--- src/rtl/bit_frame_if.sv ---
// Serial-in / word-out handshake bundle between the bit source, the collector
// and the downstream word consumer.
interface bit_frame_if #(
    parameter int WIDTH = 8,
    localparam int CW   = $clog2(WIDTH + 1)
);
    logic             bit_in;
    logic             bit_valid;
    logic             sync_clear;
    logic [WIDTH-1:0] word_out;
    logic [CW-1:0]    ones_out;
    logic             word_valid;
    logic             word_ready;
    logic             overflow;
    logic [7:0]       drop_count;
    logic             busy;

    // Stimulus/consumer side.
    modport master (
        output bit_in, bit_valid, sync_clear, word_ready,
        input  word_out, ones_out, word_valid, overflow, drop_count, busy
    );

    // Collector side.
    modport slave (
        input  bit_in, bit_valid, sync_clear, word_ready,
        output word_out, ones_out, word_valid, overflow, drop_count, busy
    );
endinterface

--- src/rtl/bit_frame_collector.sv ---
// Assembles MSB-first words from a serial bit stream, counts their ones and
// queues them in a show-ahead FIFO. Words arriving while the FIFO is full are
// dropped and counted.
//
// state   | meaning
// IDLE    | no partial word held, bit counter at 0
// COLLECT | 1..WIDTH-1 bits of the current word held
module bit_frame_collector #(
    parameter int WIDTH      = 8,
    parameter int FIFO_DEPTH = 4,
    localparam int CW        = $clog2(WIDTH + 1)
) (
    input logic        clk,
    input logic        reset,
    bit_frame_if.slave bus
);
    localparam int AW = $clog2(FIFO_DEPTH);

    typedef enum logic {IDLE, COLLECT} state_t;

    state_t           state, state_nxt;
    logic [WIDTH-1:0] shift_q, shift_nxt;
    logic [CW-1:0]    cnt_q, cnt_nxt;
    logic [CW-1:0]    ones_q, ones_nxt;
    logic             push;
    logic [WIDTH-1:0] push_word;
    logic [CW-1:0]    push_ones;

    logic [WIDTH-1:0] word_mem [FIFO_DEPTH];
    logic [CW-1:0]    ones_mem [FIFO_DEPTH];
    logic [AW-1:0]    rd_ptr, wr_ptr;
    logic [AW:0]      occ;
    logic             empty, full, pop, do_push, drop;
    logic             overflow_q;
    logic [7:0]       drop_q;

    // Collector state, shift register, bit counter and ones accumulator.
    always_ff @(posedge clk or posedge reset) begin
        if (reset) begin
            state   <= IDLE;
            shift_q <= '0;
            cnt_q   <= '0;
            ones_q  <= '0;
        end else begin
            state   <= state_nxt;
            shift_q <= shift_nxt;
            cnt_q   <= cnt_nxt;
            ones_q  <= ones_nxt;
        end
    end

    // Next-state: accept bits, complete the word on the WIDTH-th bit.
    // A sync_clear overrides everything, including a completing bit.
    always_comb begin
        state_nxt = state;
        shift_nxt = shift_q;
        cnt_nxt   = cnt_q;
        ones_nxt  = ones_q;
        push      = 1'b0;
        push_word = '0;
        push_ones = '0;
        if (bus.sync_clear) begin
            state_nxt = IDLE;
            shift_nxt = '0;
            cnt_nxt   = '0;
            ones_nxt  = '0;
        end else if (bus.bit_valid) begin
            push_word = {shift_q[WIDTH-2:0], bus.bit_in};
            push_ones = ones_q + CW'(bus.bit_in);
            if (cnt_q == CW'(WIDTH - 1)) begin
                push      = 1'b1;
                state_nxt = IDLE;
                shift_nxt = '0;
                cnt_nxt   = '0;
                ones_nxt  = '0;
            end else begin
                state_nxt = COLLECT;
                shift_nxt = push_word;
                cnt_nxt   = cnt_q + CW'(1);
                ones_nxt  = push_ones;
            end
        end
    end

    assign empty   = (occ == '0);
    assign full    = (occ == (AW + 1)'(FIFO_DEPTH));
    assign pop     = !empty && bus.word_ready;
    assign do_push = push && (!full || pop);
    assign drop    = push && full && !pop;

    // FIFO storage, pointers and occupancy; pointers wrap naturally.
    always_ff @(posedge clk or posedge reset) begin
        if (reset) begin
            rd_ptr <= '0;
            wr_ptr <= '0;
            occ    <= '0;
            for (int i = 0; i < FIFO_DEPTH; i++) begin
                word_mem[i] <= '0;
                ones_mem[i] <= '0;
            end
        end else begin
            if (do_push) begin
                word_mem[wr_ptr] <= push_word;
                ones_mem[wr_ptr] <= push_ones;
                wr_ptr           <= wr_ptr + AW'(1);
            end
            if (pop) begin
                rd_ptr <= rd_ptr + AW'(1);
            end
            if (do_push && !pop) begin
                occ <= occ + (AW + 1)'(1);
            end else if (pop && !do_push) begin
                occ <= occ - (AW + 1)'(1);
            end
        end
    end

    // Sticky overflow flag and saturating drop counter, cleared by sync_clear.
    always_ff @(posedge clk or posedge reset) begin
        if (reset) begin
            overflow_q <= 1'b0;
            drop_q     <= '0;
        end else if (bus.sync_clear) begin
            overflow_q <= 1'b0;
            drop_q     <= '0;
        end else if (drop) begin
            overflow_q <= 1'b1;
            if (drop_q != 8'hFF) begin
                drop_q <= drop_q + 8'd1;
            end
        end
    end

    assign bus.word_valid = !empty;
    assign bus.word_out   = empty ? '0 : word_mem[rd_ptr];
    assign bus.ones_out   = empty ? '0 : ones_mem[rd_ptr];
    assign bus.overflow   = overflow_q;
    assign bus.drop_count = drop_q;
    assign bus.busy       = (state == COLLECT);
endmodule

--- src/flat_wrapper.sv ---
// flat-port wrapper written by rule: the top's interface ports become plain ports
module bit_frame_collector_flat 
#(
    parameter int WIDTH      = 8,
    parameter int FIFO_DEPTH = 4,
    localparam int CW        = $clog2(WIDTH + 1)
)
  (clk, reset, bus_bit_in, bus_bit_valid, bus_sync_clear, bus_word_ready, bus_word_out, bus_ones_out, bus_word_valid, bus_overflow, bus_drop_count, bus_busy);
  bit_frame_if #(.WIDTH(WIDTH)) bus_i ();
  input logic clk;
  input logic reset;
  input wire logic [$bits(bus_i.bit_in)-1:0] bus_bit_in;
  input wire logic [$bits(bus_i.bit_valid)-1:0] bus_bit_valid;
  input wire logic [$bits(bus_i.sync_clear)-1:0] bus_sync_clear;
  input wire logic [$bits(bus_i.word_ready)-1:0] bus_word_ready;
  output wire logic [$bits(bus_i.word_out)-1:0] bus_word_out;
  output wire logic [$bits(bus_i.ones_out)-1:0] bus_ones_out;
  output wire logic [$bits(bus_i.word_valid)-1:0] bus_word_valid;
  output wire logic [$bits(bus_i.overflow)-1:0] bus_overflow;
  output wire logic [$bits(bus_i.drop_count)-1:0] bus_drop_count;
  output wire logic [$bits(bus_i.busy)-1:0] bus_busy;
  assign bus_i.bit_in = bus_bit_in;
  assign bus_i.bit_valid = bus_bit_valid;
  assign bus_i.sync_clear = bus_sync_clear;
  assign bus_i.word_ready = bus_word_ready;
  assign bus_word_out = bus_i.word_out;
  assign bus_ones_out = bus_i.ones_out;
  assign bus_word_valid = bus_i.word_valid;
  assign bus_overflow = bus_i.overflow;
  assign bus_drop_count = bus_i.drop_count;
  assign bus_busy = bus_i.busy;
  bit_frame_collector #(.WIDTH(WIDTH), .FIFO_DEPTH(FIFO_DEPTH)) u_core (.clk(clk), .reset(reset), .bus(bus_i));
endmodule
--- config.mk ---
export PLATFORM = sky130hd
export DESIGN_NAME = bit_frame_collector_flat
export DESIGN_NICKNAME = d
export VERILOG_FILES = /design/src/rtl/bit_frame_if.sv /design/src/rtl/bit_frame_collector.sv /design/src/flat_wrapper.sv
export SDC_FILE = /design/constraint.sdc
export NUM_CORES = 1
export LEC_CHECK = 0
export CORE_ASPECT_RATIO = 1.25
export CORE_MARGIN = 10
export CORE_UTILIZATION = 50
export CTS_CLUSTER_SIZE = 12
export DETAILED_ROUTE_END_ITERATION = 6
export PLACE_DENSITY = 0.76
export SLEW_MARGIN = 40
export SYNTH_ARGS = -nofsm -noshare
export SYNTH_HDL_FRONTEND = slang
export SYNTH_SLANG_ARGS = --single-unit
--- constraint.sdc ---
create_clock -name clk -period 3.6 [get_ports clk]
set_clock_uncertainty 0.15 [all_clocks]
set_input_delay 0.72 -clock clk [delete_from_list [all_inputs] [get_ports clk]]
set_output_delay 0.72 -clock clk [all_outputs]
set_load 0.005 [all_outputs]
# Word-level counts from Yosys, hierarchy flattened
# Cells that the tools add are included.
[op_classes] add_sub_neg=7 magnitude_cmp=3 eq_ne=3 mux=40 n_bitwise=2 reduce_logical=18
[ops] cell="2-to-1 mux 8 bit" count=9
[ops] cell="2-to-1 mux 4 bit" count=12
[ops] cell="bitwise mux 32 bit" count=1
[ops] cell="2-to-1 mux 7 bit" count=3
[ops] cell="binary-select mux 8 bit (select 2 bit)" count=1
[ops] cell="bitwise mux 16 bit" count=1
[ops] cell="demux 8 bit (select 2 bit)" count=1
[ops] cell="adder 8 x 1 -> 8 bit, second input constant" count=1
[ops] cell="binary-select mux 4 bit (select 2 bit)" count=1
[ops] cell="demux 4 bit (select 2 bit)" count=1
[ops] cell="2-to-1 mux 1 bit" count=8
[ops] cell="!= test 8 bit, second input constant" count=1
[ops] cell="nonzero test 2 bit" count=4
[ops] cell="logical AND 1 bit" count=7
[ops] cell="greater-or-equal comparator 3 bit, second input constant" count=2
[ops] cell="2-to-1 mux 3 bit" count=2
[ops] cell="inverter 2 -> 3 bit" count=2
[ops] cell="adder 2 x 1 -> 2 bit, second input constant" count=2
[ops] cell="adder 4 x 1 -> 4 bit" count=1
[ops] cell="adder 4 x 1 -> 4 bit, second input constant" count=1
[ops] cell="== test 4 x 3 -> 1 bit, second input constant" count=1
[ops] cell="logical NOT 1 bit" count=4
[ops] cell="adder 3 x 1 -> 3 bit, second input constant" count=1
[ops] cell="== test 3 bit, second input constant" count=1
[ops] cell="5 further kinds" count=5
[totals] regBits=80 input_bits=6

# Logic depth before layout (Yosys ltp)
[logic_depth] depth_word=9 ltp_mapped=9 mapped_depth_nobuf=9

# Worst setup path after synthesis
# Ideal clock, no wire load.
[synth_path] path_kind="input -> register" start="input port bus_sync_clear" end="register u_core.occ[2]" arrival_ns=2.427 path_slack_ns=0.943 cell_stages=9 path_cell_list="buf_2 -> nand2b_1 -> nor3_1 -> ha_1 -> inv_1 -> fa_1 -> xor2_1 -> nor2_1 -> xor2_1"
[synth_via] elab_chain_cells=5 elab_cells_between_ends=7 classes_between="mux: 2; reduce/logical: 5"
[synth_lines] item="start, declared" line="flat_wrapper.sv:14" source="input wire logic [$bits(bus_i.sync_clear)-1:0] bus_sync_clear;"
[synth_lines] item="2-to-1 mux 1 bit (*)" line="bit_frame_collector.sv:62" source="if (bus.sync_clear) begin"
[synth_lines] item="logical AND 1 bit (*)" line="bit_frame_collector.sv:88" source="assign do_push = push && (!full || pop);"
[synth_lines] item="named net u_core.do_push" line="bit_frame_collector.sv:33" source="logic empty, full, pop, do_push, drop;"
[synth_lines] item="logical NOT 1 bit" line="bit_frame_collector.sv:112" source="end else if (pop && !do_push) begin"
[synth_lines] item="logical AND 1 bit" line="bit_frame_collector.sv:112"
[synth_lines] item="nonzero test 2 bit (no source line)"
[synth_lines] item="end signal, assigned" line="bit_frame_collector.sv:111" source="occ <= occ + (AW + 1)'(1);"
[synth_lines] item="end signal, assigned" line="bit_frame_collector.sv:113" source="occ <= occ - (AW + 1)'(1);"
[synth_lines] item="end, declared" line="bit_frame_collector.sv:32" source="logic [AW:0] occ;"
# Mark *: on every way through the listed nets, which the timed path passes. The rest lies on a longest branch.
# A chain may end at the register's enable or synchronous reset.

# Final worst setup path
[layout_path] start="register u_core.rd_ptr[1]" end="output port bus_word_out[0]"
[layout_via] elab_chain_cells=5
[layout_lines] item="start, declared" line="bit_frame_collector.sv:31" source="logic [AW-1:0] rd_ptr, wr_ptr;"
[layout_lines] item="start signal, assigned" line="bit_frame_collector.sv:108" source="rd_ptr <= rd_ptr + AW'(1);"
[layout_lines] item="inverter 2 -> 3 bit (not written as such)" line="bit_frame_collector.sv:135" source="assign bus.word_out = empty ? '0 : word_mem[rd_ptr];"
[layout_lines] item="binary-select mux 8 bit (select 2 bit)" line="bit_frame_collector.sv:135"
[layout_lines] item="2-to-1 mux 8 bit (not written as such) (2 in series)" line="bit_frame_collector.sv:135"
[layout_lines] item="2-to-1 mux 8 bit" line="bit_frame_collector.sv:135"
[layout_lines] item="end, declared" line="flat_wrapper.sv:16" source="output wire logic [$bits(bus_i.word_out)-1:0] bus_word_out;"
# No other way between the ends. The select of a mux whose other input is x is not followed.

==> flow_summary.ini <==
[status]
outcome = finished clean

[die]
rows = 35
initial_core_util_pct = 51.4
ios = 29
die_h_um = 117
core_sq_um = 7360
dieArea_sq_um = 11500
fp.dieW_um = 97.8

[drt]
dr_total_vias = 2674
first_iter_violations = 79
met2_length_um = 3820
wl_met1_um = 3290
drt-total-wl_um = 7570
routedWlPerCell_um = 15.8
drc = 0
first_pass_iters = 4
viasPerCell = 5.59
top_layer = met4
wl_met3_um = 379
antenna_left = 0

[yosys]
yosysSeqAreaShare_pct = 52.9
synthesis.nets = 368
synth_area_sq_um = 3780
synth_warnings = 0
ys_ff_latch = 80
synth_top_flop_cell = dfrtp_1
synth-edff-count = 0
synthArstFlopShare_pct = 100
netlist_instances = 352
yosysUniqueCellTypes = 37
postSynthAreaPerCell_sq_um = 10.7

[grt]
grt_pass1_vias = 2755
grt_pass1_wl_um = 13400
grt_overflow_total = 0
grt_max_degree = 42
antenna_found_initial = 0
track_usage_pct = 14.1

[timing]
finalSetupTns_ns = 0
finalSetupViolations = 0
finalCriticalPeriod_ns = 3.14
relSlewSlack_pct = 59.7
hold_slack_ns = 0.329
fin_ws_ns = 0.461
rsz0062_at_grt = false
max_clock_freq_mhz = 319
tightest_slew_ns = 0.605
finalMaxSlewViolations = 0
finalCritPeriodShare_pct = 87.2
hold_viol_final = 0

[finish]
final_core_util_pct = 59.8
nets = 398
area_growth_pct = 16.3
n_antenna_cell = 0
drive_above_1_share_pct = 13.7

[placement]
gp_congestion = 0.775
dpl.hpwl_um = 5450
numPortBuffers = 28
post-place-ws_ns = 0.391

[clock_network]
cts.sinks = 80
clockRootBuffer = clkbuf_8
cts_resized = 0
cts_buffer_depth = 2
cts_setup_buffers = 0
cts_hold_buf = 0
numCtsBuffers = 9
cts_tree = built
htree_num_levels = 3
clock_latency_ns = 0.34
clk_pin_slew_ns = 0.08

[critical_path]
critPathTopFamily = flip-flops
crit_arrival_ns = 2.27
crit_slowest_cell = dfrtp_1
crit_buf_inv = 1
cp-end-kind = output port
cp_max_fo = 11
r2r_cells = 10
crit_path_max_incr_delay_ns = 0.73
critPathKind = reg -> out
worst-endpoint-required_ns = 2.73
timing.rr.end = u_core.occ[2]
r2r_slack_ns = 0.97
startpoint_type = flop
cp_cell_sequence = mux4_2 -> and2_1 -> clkdlybuf4s50_1
rr_startpoint = u_core.cnt_q[0]

[power_and_ir_drop]
p_total_mw = 2.01
p_leak_nw = 1.87
vdd_ir_drop_max_mv = 0.226
power_density_nw_per_um2 = 457

[job]
maxCapViolations = 0

[worst_hold_path]
min_from = u_core.word_mem[12]
hold-path-cell-count = 2
min_path_type = reg -> reg
hold_end = u_core.word_mem[12]
==> cells in the final DEF (no fill, tap or decap), types with 2 or more instances in the layout <==
cell type        Yosys  layout
or4_1                2       2
clkdlybuf4s50_1      0      28
a21oi_1             13      13
nor2_1              10      10
nand4_1              7       7
clkbuf_8             0      10
dfrtp_1             80      80
bufinv_16            0       2
buf_4                0      13
nor4_1               3       3
o21ai_0             43      43
mux4_2              12      12
nor2b_1              2       2
mux2_2              10      10
mux2i_1              3       3
ha_1                 9       9
nand2_1             56      56
a211oi_1             3       3
nor3_1               3       3
nand2b_1            13      13
or3_1                2       2
xnor2_1              5       5
nand3_1             15      15
xor2_1               4       4
nand3b_1             3       3
and2_1              12      12
inv_1                9       8
==> stage by stage <==
step | cell area (sq um) | std cells
global route | 4400 | 478
floorplan | 3780 | 352
finish | 4400 | 478
detailed placement | 4180 | 463
global placement | 4180 | 463
CTS | 4400 | 478
==> state kept, by name (all words and copies together), names as in the netlist <==
| register | cells |
|---|---|
| u_core.word_mem | 32 |
| u_core.ones_mem | 16 |
| u_core.bus.drop_count | 8 |
| u_core.bus.overflow | 1 |
| u_core.occ | 3 |
| u_core.rd_ptr | 2 |
| u_core.shift_q | 7 |
| u_core.wr_ptr | 2 |
| u_core.ones_q | 4 |
| u_core.bus.busy | 1 |
| u_core.cnt_q | 4 |
==> worst max-delay path by stage <==
stage,from,end,slack [ns],cells after the start
2_1_floorplan,reset,u_core.bus.busy,0.68,1
3_3_place_gp,bus_word_ready,u_core.occ[2],0.51,9
3_5_place_dp,bus_word_ready,u_core.occ[2],0.39,9
4_1_cts,u_core.rd_ptr[1],bus_word_out[0],0.41,3
5_1_grt,u_core.rd_ptr[1],bus_word_out[0],0.30,3
6_report,u_core.rd_ptr[1],bus_word_out[0],0.46,3
==> report_power, final <==
group          leakage (nW)  switching [mW]  total [mW]  internal, mW
clock                 0.108           0.315       0.721         0.406
combinational         0.667           0.133       0.278         0.145
sequential             1.09          0.0784        1.01         0.934
==> metal layers <==
metal | up-vias | global-route usage [%]
met5 | - | 0
met4 | 0 | 4.37
li1 | 1283 | -
met1 | 1336 | 16.7
met3 | 10 | 3.93
met2 | 45 | 24.5
==> layout make-up <==
| type | instances | area, sq um |
|---|---|---|
| Clock buffer | 10 | 138 |
| Clock inverter | 5 | 81.3 |
| Fill cell | 640 | 2960 |
| Inverter | 9 | 36.3 |
| Multi-Input combinational cell | 241 | 1650 |
| Sequential cell | 80 | 2000 |
| Tap cell | 92 | 115 |
| Timing Repair Buffer | 41 | 378 |
==> synthesized netlist by cell type, drive strengths merged, types with 2 or more instances <==
cell type   n  area, sq um
or3         2         12.5
nand4       7         43.8
nand3      16         85.1
nor3        3         15.0
nor2       10         37.5
xnor2       5         43.8
dfrtp      80         2000
xor2        4         35.0
mux4       12          270
mux2i       3         30.0
nor2b       2         12.5
a211oi      3         22.5
or4         2         15.0
a21oi      13         65.1
mux2       10          113
o21ai      43          215
nand3b      3         22.5
nand2b     13         81.3
nand2      56          210
inv         9         33.8
clkbuf     10         38.8
buf        12         60.1
and2       12         75.1
ha          9          113
nor4        3         18.8
==> tightest hold or removal path: cells and delay by family (launching register included) <==
family	cells	cell delay (ns)
simple gates	1	0.04
flops	1	0.34
compound gates	1	0.06
==> cell families after synthesis <==
kind of cell,share of synthesized area (%)
compound gates,9.10
xor+xnor,2.08
fa+ha+maj,3.51
buf+inv,3.51
flops,52.9
mux,10.9
simple gates,17.9
Power figures use the tool's default switching activity.
